[config.mk]
export PLATFORM = sky130hd
export DESIGN_NAME = bit_serial_adder
export DESIGN_NICKNAME = d
export VERILOG_FILES = /design/src/rtl/bit_serial_pkg.sv /design/src/rtl/one_bit_half_adder.sv /design/src/rtl/serial_full_adder_cell.sv /design/src/rtl/bit_serial_adder.sv
export SDC_FILE = /design/constraint.sdc
export NUM_CORES = 1
export LEC_CHECK = 0
export ABC_AREA = 1
export CAP_MARGIN = 20
export CORE_MARGIN = 1
export CORE_UTILIZATION = 30
export DETAILED_ROUTE_END_ITERATION = 10
export GPL_TIMING_DRIVEN = 1
export HOLD_SLACK_MARGIN = 0.12
export PLACE_DENSITY = 0.5
export SYNTH_ARGS = -nofsm -noshare
export SYNTH_HDL_FRONTEND = slang
export SYNTH_SLANG_ARGS = --single-unit
export TNS_END_PERCENT = 1
[constraint.sdc]
create_clock -name clk -period 1.15 [get_ports clk]
set_clock_uncertainty 0.1 [all_clocks]
set_input_delay 0.23 -clock clk [delete_from_list [all_inputs] [get_ports clk]]
set_output_delay 0.23 -clock clk [all_outputs]
set_load 0.02 [all_outputs]
[src/rtl/bit_serial_pkg.sv]
// Shared definitions for the bit-serial adder: FSM state encoding and default operand width.
package bit_serial_pkg;

    localparam int unsigned DEFAULT_WIDTH = 8;

    typedef enum logic [1:0] {
        IDLE  = 2'd0,
        SHIFT = 2'd1,
        DONE  = 2'd2
    } state_t;

endpackage : bit_serial_pkg

[src/rtl/one_bit_half_adder.sv]
// Half-adder primitive: sum = a ^ b, cout = a & b (purely combinational).
// Ports: a, b - addend bits; sum - XOR result; cout - AND carry.
module one_bit_half_adder (
    input  logic a,
    input  logic b,
    output logic sum,
    output logic cout
);

    assign sum  = a ^ b;
    assign cout = a & b;

endmodule : one_bit_half_adder

[src/rtl/serial_full_adder_cell.sv]
// Combinational full-adder cell built from two half adders plus a carry OR.
// Ports: a, b - operand bits; cin - carry from the parent's carry flop;
//        sum_c - result bit; cout_c - carry to be registered by the parent.
module serial_full_adder_cell (
    input  logic a,
    input  logic b,
    input  logic cin,
    output logic sum_c,
    output logic cout_c
);

    logic sum1_c;
    logic cout1_c;
    logic cout2_c;

    one_bit_half_adder u_ha1 (
        .a    (a),
        .b    (b),
        .sum  (sum1_c),
        .cout (cout1_c)
    );

    one_bit_half_adder u_ha2 (
        .a    (sum1_c),
        .b    (cin),
        .sum  (sum_c),
        .cout (cout2_c)
    );

    // Both half-adder carries can never be high together, so OR equals the true carry.
    assign cout_c = cout1_c | cout2_c;

endmodule : serial_full_adder_cell

[src/rtl/bit_serial_adder.sv]
// Bit-serial adder: computes a_in + b_in + cin one bit per clock, LSB first.
// Ports: clk, rst (sync, active-high); start - request, sampled in IDLE/DONE;
//        a_in, b_in, cin - operands captured on the accepting edge;
//        busy - high during SHIFT; done - one-cycle completion pulse;
//        sum, cout - registered result, held until the next completion.
module bit_serial_adder
    import bit_serial_pkg::*;
#(
    parameter int unsigned WIDTH = DEFAULT_WIDTH
) (
    input  logic             clk,
    input  logic             rst,
    input  logic             start,
    input  logic [WIDTH-1:0] a_in,
    input  logic [WIDTH-1:0] b_in,
    input  logic             cin,
    output logic             busy,
    output logic             done,
    output logic [WIDTH-1:0] sum,
    output logic             cout
);

    localparam int unsigned      CNT_W = (WIDTH > 1) ? $clog2(WIDTH) : 1;
    localparam logic [CNT_W-1:0] LAST  = CNT_W'(WIDTH - 1);

    state_t           state;
    logic [WIDTH-1:0] a_sr;
    logic [WIDTH-1:0] b_sr;
    logic             carry;
    logic [CNT_W-1:0] cnt;
    logic             bit_c;
    logic             carry_c;
    logic [WIDTH-1:0] result_c;

    serial_full_adder_cell u_cell (
        .a      (a_sr[0]),
        .b      (b_sr[0]),
        .cin    (carry),
        .sum_c  (bit_c),
        .cout_c (carry_c)
    );

    // Partial sum keeps only the WIDTH-1 bits already produced; the bit of the
    // current cycle joins them combinationally to form the shifted-in value.
    if (WIDTH == 1) begin : g_narrow
        assign result_c = bit_c;
    end else begin : g_wide
        logic [WIDTH-2:0] psum;

        assign result_c = {bit_c, psum};

        always_ff @(posedge clk) begin
            if (rst) begin
                psum <= '0;
            end else if (state == SHIFT) begin
                psum <= result_c[WIDTH-1:1];
            end
        end
    end

    // Control FSM, operand shift registers, carry flop and bit counter.
    always_ff @(posedge clk) begin
        if (rst) begin
            state <= IDLE;
            a_sr  <= '0;
            b_sr  <= '0;
            carry <= 1'b0;
            cnt   <= '0;
            busy  <= 1'b0;
            done  <= 1'b0;
            sum   <= '0;
            cout  <= 1'b0;
        end else begin
            case (state)
                IDLE, DONE: begin
                    done <= 1'b0;
                    if (start) begin
                        a_sr  <= a_in;
                        b_sr  <= b_in;
                        carry <= cin;
                        cnt   <= '0;
                        busy  <= 1'b1;
                        state <= SHIFT;
                    end else begin
                        state <= IDLE;
                    end
                end
                SHIFT: begin
                    a_sr  <= a_sr >> 1;
                    b_sr  <= b_sr >> 1;
                    carry <= carry_c;
                    cnt   <= cnt + CNT_W'(1);
                    if (cnt == LAST) begin
                        sum   <= result_c;
                        cout  <= carry_c;
                        busy  <= 1'b0;
                        done  <= 1'b1;
                        state <= DONE;
                    end
                end
                default: begin
                    busy  <= 1'b0;
                    done  <= 1'b0;
                    state <= IDLE;
                end
            endcase
        end
    end

endmodule : bit_serial_adder

== Word level (Yosys, flattened, before mapping) ==
Index checks and enable logic that the tools add are counted.

* Add/sub/neg operators: 1
* Equality and inequality tests: 5
* Multiplexer cells: 14
* Bitwise gates (word level): 6
* Reductions and logical operators: 7

{| class="wikitable"
|+ Operators by type and width
! kind !! number
|-
| one-hot mux 8 bit (2 select lines) || 2
|-
| 2-to-1 mux 8 bit || 2
|-
| one-hot mux 3 bit (2 select lines) || 1
|-
| AND reduction 2 bit || 3
|-
| 2-to-1 mux 1 bit || 4
|-
| one-hot mux 1 bit (2 select lines) || 2
|-
| one-hot mux 2 bit (2 select lines) || 1
|-
| OR reduction 2 bit || 2
|-
| adder 3 x 1 -> 3 bit (second input constant) || 1
|-
| equality test 3 bit (second input constant) || 1
|-
| 2-to-1 mux 3 bit || 1
|-
| AND 1 bit || 2
|-
| equality test 2 x 1 -> 1 bit (second input constant) || 1
|-
| equality test 2 bit (second input constant) || 1
|-
| logical NOT 2 bit || 1
|-
| 2-to-1 mux 2 bit || 1
|-
| inequality test 2 x 1 -> 1 bit (second input constant) || 1
|-
| inequality test 2 bit (second input constant) || 1
|-
| nonzero test 2 bit || 1
|-
| XOR 1 bit || 2
|-
| NOT 1 bit || 1
|-
| OR 1 bit || 1
|}

* Bits in registers: 40
* Output and inout bits: 11

== Longest topological paths before layout ==
* Depth after elaboration: 4
* Mapped depth: 7
* Gate-level depth less buffers: 7

== Hierarchy ==
Synthesis repeated with hierarchy kept, for this count alone.

* Cell total of the unflattened synthesis: 262
* Area total of the unflattened synthesis: 1958.1 µm²

{| class="wikitable"
|+ By module, submodules not included
! module !! instances !! cells an instance !! area each (µm²) !! sequential area each (µm²)
|-
| bit_serial_adder || 1 || 257 || 1921.8 || 800.8
|-
| one_bit_half_adder || 2 || 1 || 12.5 || 0.0
|-
| serial_full_adder_cell || 1 || 3 || 11.3 || 0.0
|}

== Worst setup path before layout ==
No wires, ideal clock.

* Path type: register to register
* From: register carry
* To: register carry
* Setup time: 0.118 ns
* Arrival time: 1.023 ns
* Required time: 0.932 ns
* Slack: -0.091 ns
* Stages on the path, launching flop included: 8
* Buffers on the path: 0
* Period minus slack after synthesis: 1.241 ns
* Path through: dfxtp_1 -> fa_1 -> inv_1 -> nand3_1 -> nand2_1 -> clkinv_1 -> nand2_1 -> nor2_1

* Longest elaborated chain between the ends: 3

{| class="wikitable"
|+ RTL lines
! element !! RTL line !! text
|-
| from (decl) || bit_serial_adder.sv:29 || <nowiki>logic carry;</nowiki>
|-
| from (signal assigned) || bit_serial_adder.sv:80 || <nowiki>carry <= cin;</nowiki>
|-
| from (signal assigned) || bit_serial_adder.sv:91 || <nowiki>carry <= carry_c;</nowiki>
|-
| AND 1 bit || one_bit_half_adder.sv:11 || <nowiki>assign cout = a & b;</nowiki>
|-
| OR 1 bit || serial_full_adder_cell.sv:31 || <nowiki>assign cout_c = cout1_c | cout2_c;</nowiki>
|-
| via carry_c || bit_serial_adder.sv:32 || <nowiki>logic carry_c;</nowiki>
|-
| one-hot mux 1 bit (2 select lines) || bit_serial_adder.sv:74 || <nowiki>case (state)</nowiki>
|}

The timed path passes the listed nets, and every way through them passes these cells.
A chain may end at the register's enable or synchronous reset.

== Worst setup path in the final report ==
* From: register a_sr[0]
* To: register sum[7]

* Longest elaborated chain between the ends: 2

{| class="wikitable"
|+ RTL lines
! element !! RTL line !! text
|-
| from (decl) || bit_serial_adder.sv:27 || <nowiki>logic [WIDTH-1:0] a_sr;</nowiki>
|-
| from (signal assigned) || bit_serial_adder.sv:78 || <nowiki>a_sr <= a_in;</nowiki>
|-
| from (signal assigned) || bit_serial_adder.sv:89 || <nowiki>a_sr <= a_sr >> 1;</nowiki>
|-
| XOR 1 bit (2 in a row) || one_bit_half_adder.sv:10 || <nowiki>assign sum = a ^ b;</nowiki>
|-
| via bit_c || bit_serial_adder.sv:31 || <nowiki>logic bit_c;</nowiki>
|-
| to (signal assigned) || bit_serial_adder.sv:94 || <nowiki>sum <= result_c;</nowiki>
|-
| to (decl) || bit_serial_adder.sv:19 || <nowiki>output logic [WIDTH-1:0] sum,</nowiki>
|}

The timed path passes the listed nets, and every way through them passes these cells.

==> out/metrics.csv <==
metric;value;unit
syn_inst;258;
seqPwrFrac;49.2;%
p_per_area;1254;mW/mm^2
clk_latency;300;ps
period_minus_slack;1279;ps
grt_usage;14.44;%
cap_violations;0;
core_area;0.006026;mm^2
io_pins;31;
syn_nets;281;
cp-start-kind;register;
place_congestion;0.6940;
pwr-share-clk;31.5;%
p_total;3.114;mW
ir_drop;0.5260;mV
start_util;31.58;%
clockRootBuffer;clkbuf_8;
grt_setup_unrepaired;true;
rows;28;
arrival;1420;ps
dpl_worst_slack;-474.4;ps
syn_to_final_growth;30.51;%
cts_hold_buf;0;
cts_buffer_depth;2;
intPower;2.199;mW
violations;negative setup slack;
routed_via_density;4.537;
drive_above_1_share;20.74;%
die_height;81.65;um
hold_viol_final;0;
grt_max_degree;35;
grt_pass1_wl;7272;um
die_area;0.006666;mm^2
drcViolationCount;0;
die-width;81.65;um
drtIter0Drc;52;
cts_sinks;40;
antenna_found_initial;0;
port_buffers;30;
relSlewSlack;84.49;%
comb_power_share;19.4;%
numCtsBuffers;5;
hold_class;register to register;
synth_area;0.001903;mm^2
critPathMaxFanout;2;
gr-total-overflow;0;
fillers;644;
power_leakage;1.075;nW
synth_edf_count;0;
finalNetCount;321;
yosysWarnings;0;
fin_ws;-129.4;ps
p_switching;915.4;uW
wl;4278;um
drv_slew;0;
post-route-period-util;111.3;%
ys.flop_type;dfxtp_1;
cp-end-kind;register;
first_pass_iters;4;
crit_type;register to register;
insertedDiodeCount;0;
ys_ff_latch;40;
fin_area;0.002484;mm^2
dpl_cell_area;0.002384;mm^2
first_global_vias;1579;
clkTransAtPathRegs;90;ps
timing.fmax;0.7816;GHz
postRouteAntennaNets;0;
cts_tree;built;
synthDistinctLibCells;24;
switching_share;29.39;%
wl_per_cell;11.44;um
synthArstFlopShare;0;%
required;1290;ps
worst_pin_slew;232.1;ps
post_synth.cell_area_avg;7.376;um^2
setup_viol;13;
htree_num_levels;2;
post-dp-hpwl;2805;um
status;complete, but fails checks;
yosysSeqAreaShare;42.08;%
dr_total_vias;1697;
-- registers in the layout (all words and copies together) (netlist names) --
name and flops:
carry 1, done 1, cnt 3, b_sr 8, sum 8, cout 1, g_wide.psum 7, a_sr 8
busy 1, state 2
-- final cells by class --
cell class	count	area (um^2)	area share [%]
Tap cell	75	93.84	3.778
Clock buffer	5	68.82	2.771
Clock inverter	3	23.77	0.9572
Sequential cell	40	807.0	32.49
Inverter	35	136.4	5.491
Timing Repair Buffer	48	461.7	18.59
Multi-Input combinational cell	168	892.1	35.92
-- synth_stat cells (2+ instances only) --
cell type  count  share of area [%]
o21ai_0       11                2.9
nand3_1       35                9.2
buf_6          5                3.0
nand2_4        2                1.2
nand3b_1       3                1.2
a21oi_2        2               0.92
buf_2          5                1.3
dfxtp_1       40                 42
inv_4          2               0.66
clkinv_1       7                1.4
ha_1           2                1.3
buf_4          3                1.2
inv_1         25                4.9
a21oi_1       12                3.2
nor2_1        32                6.3
nand3_2        5                2.6
nand2_1       45                8.9
nor3_1        16                4.2
-- critical path, cell delays in order (launching register included) --
cell and delay [ps]:
dfxtp_2 340, fa_2 600, nand3_2 70, a21oi_1 110
-- power by group through the flow --
| stage | registers (mW) | clock network, mW | logic [mW] |
|---|---|---|---|
| 2_1_floorplan | 1.55 | 0 | 0.403 |
| 3_3_place_gp | 1.56 | 0 | 0.598 |
| 3_5_place_dp | 1.56 | 0 | 0.602 |
| 4_1_cts | 1.53 | 1.04 | 0.611 |
| 5_1_grt | 1.55 | 1.10 | 0.677 |
| 6_report | 1.53 | 0.980 | 0.604 |
-- cells in the final DEF, fill, tap and decap left out --
cell type        count
a21oi_1             12
a21oi_2              2
buf_12               5
buf_2                6
buf_4               16
buf_6                2
clkbuf_8             5
clkdlybuf4s50_1     18
clkinv_1             6
clkinv_4             1
clkinvlp_4           2
dfxtp_1             35
dfxtp_2              5
dlygate4sd2_1        1
fa_2                 1
ha_4                 2
inv_1               25
inv_2                2
inv_4                2
nand2_1             45
nand2_4              2
nand2_8              1
nand3_1             34
nand3_2              6
nand3b_1             3
nor2_1              31
nor2_2               1
nor2_8               1
nor3_1              16
o21ai_0              9
o21ai_1              2
-- logic make-up after synthesis --
logic type      Yosys count  synth area share, %
buf+inv                  50                13.61
compound gates           25                6.969
simple gates            140                34.98
flops                    40                42.08
fa+ha+maj                 3                2.367
-- worst paths after layout --
check                from  endpoint  slack [ps]  cells past startpoint
setup / recovery  a_sr[0]    sum[7]        -130                      3
hold / removal     sum[6]    sum[6]         360                      2
setup reg to reg  a_sr[0]    sum[7]        -130                      3
hold reg to reg    sum[6]    sum[6]         360                      2
-- through the flow --
stage                     hold slack (ps)  setup TNS [ps]  instances  utilization [%]
after floorplan                     192.4          -593.8        258                -
after global placement              354.9          -11500        366            39.56
after detailed placement            353.8          -12290        366            39.56
after CTS                           366.3          -626.5        374            41.22
after global routing                382.8           -2499        374            41.22
final                               363.9          -446.6        374            41.22
-- layer usage --
layer,wire [um],track usage (%),vias to the layer above
met5,0,0,-
li1,-,-,891
met1,2056,18.07,782
met3,148,4.111,5
met4,48,3.684,0
met2,2023,24.25,19
-- timing repair --
action                     CTS  global route
setup endpoints to repair   47            47
pin swaps                    5             2
gates resized for setup     63             1
cloned                       0             0
buffers inserted             0             0
Note: power is estimated with default switching activity, not from simulation.
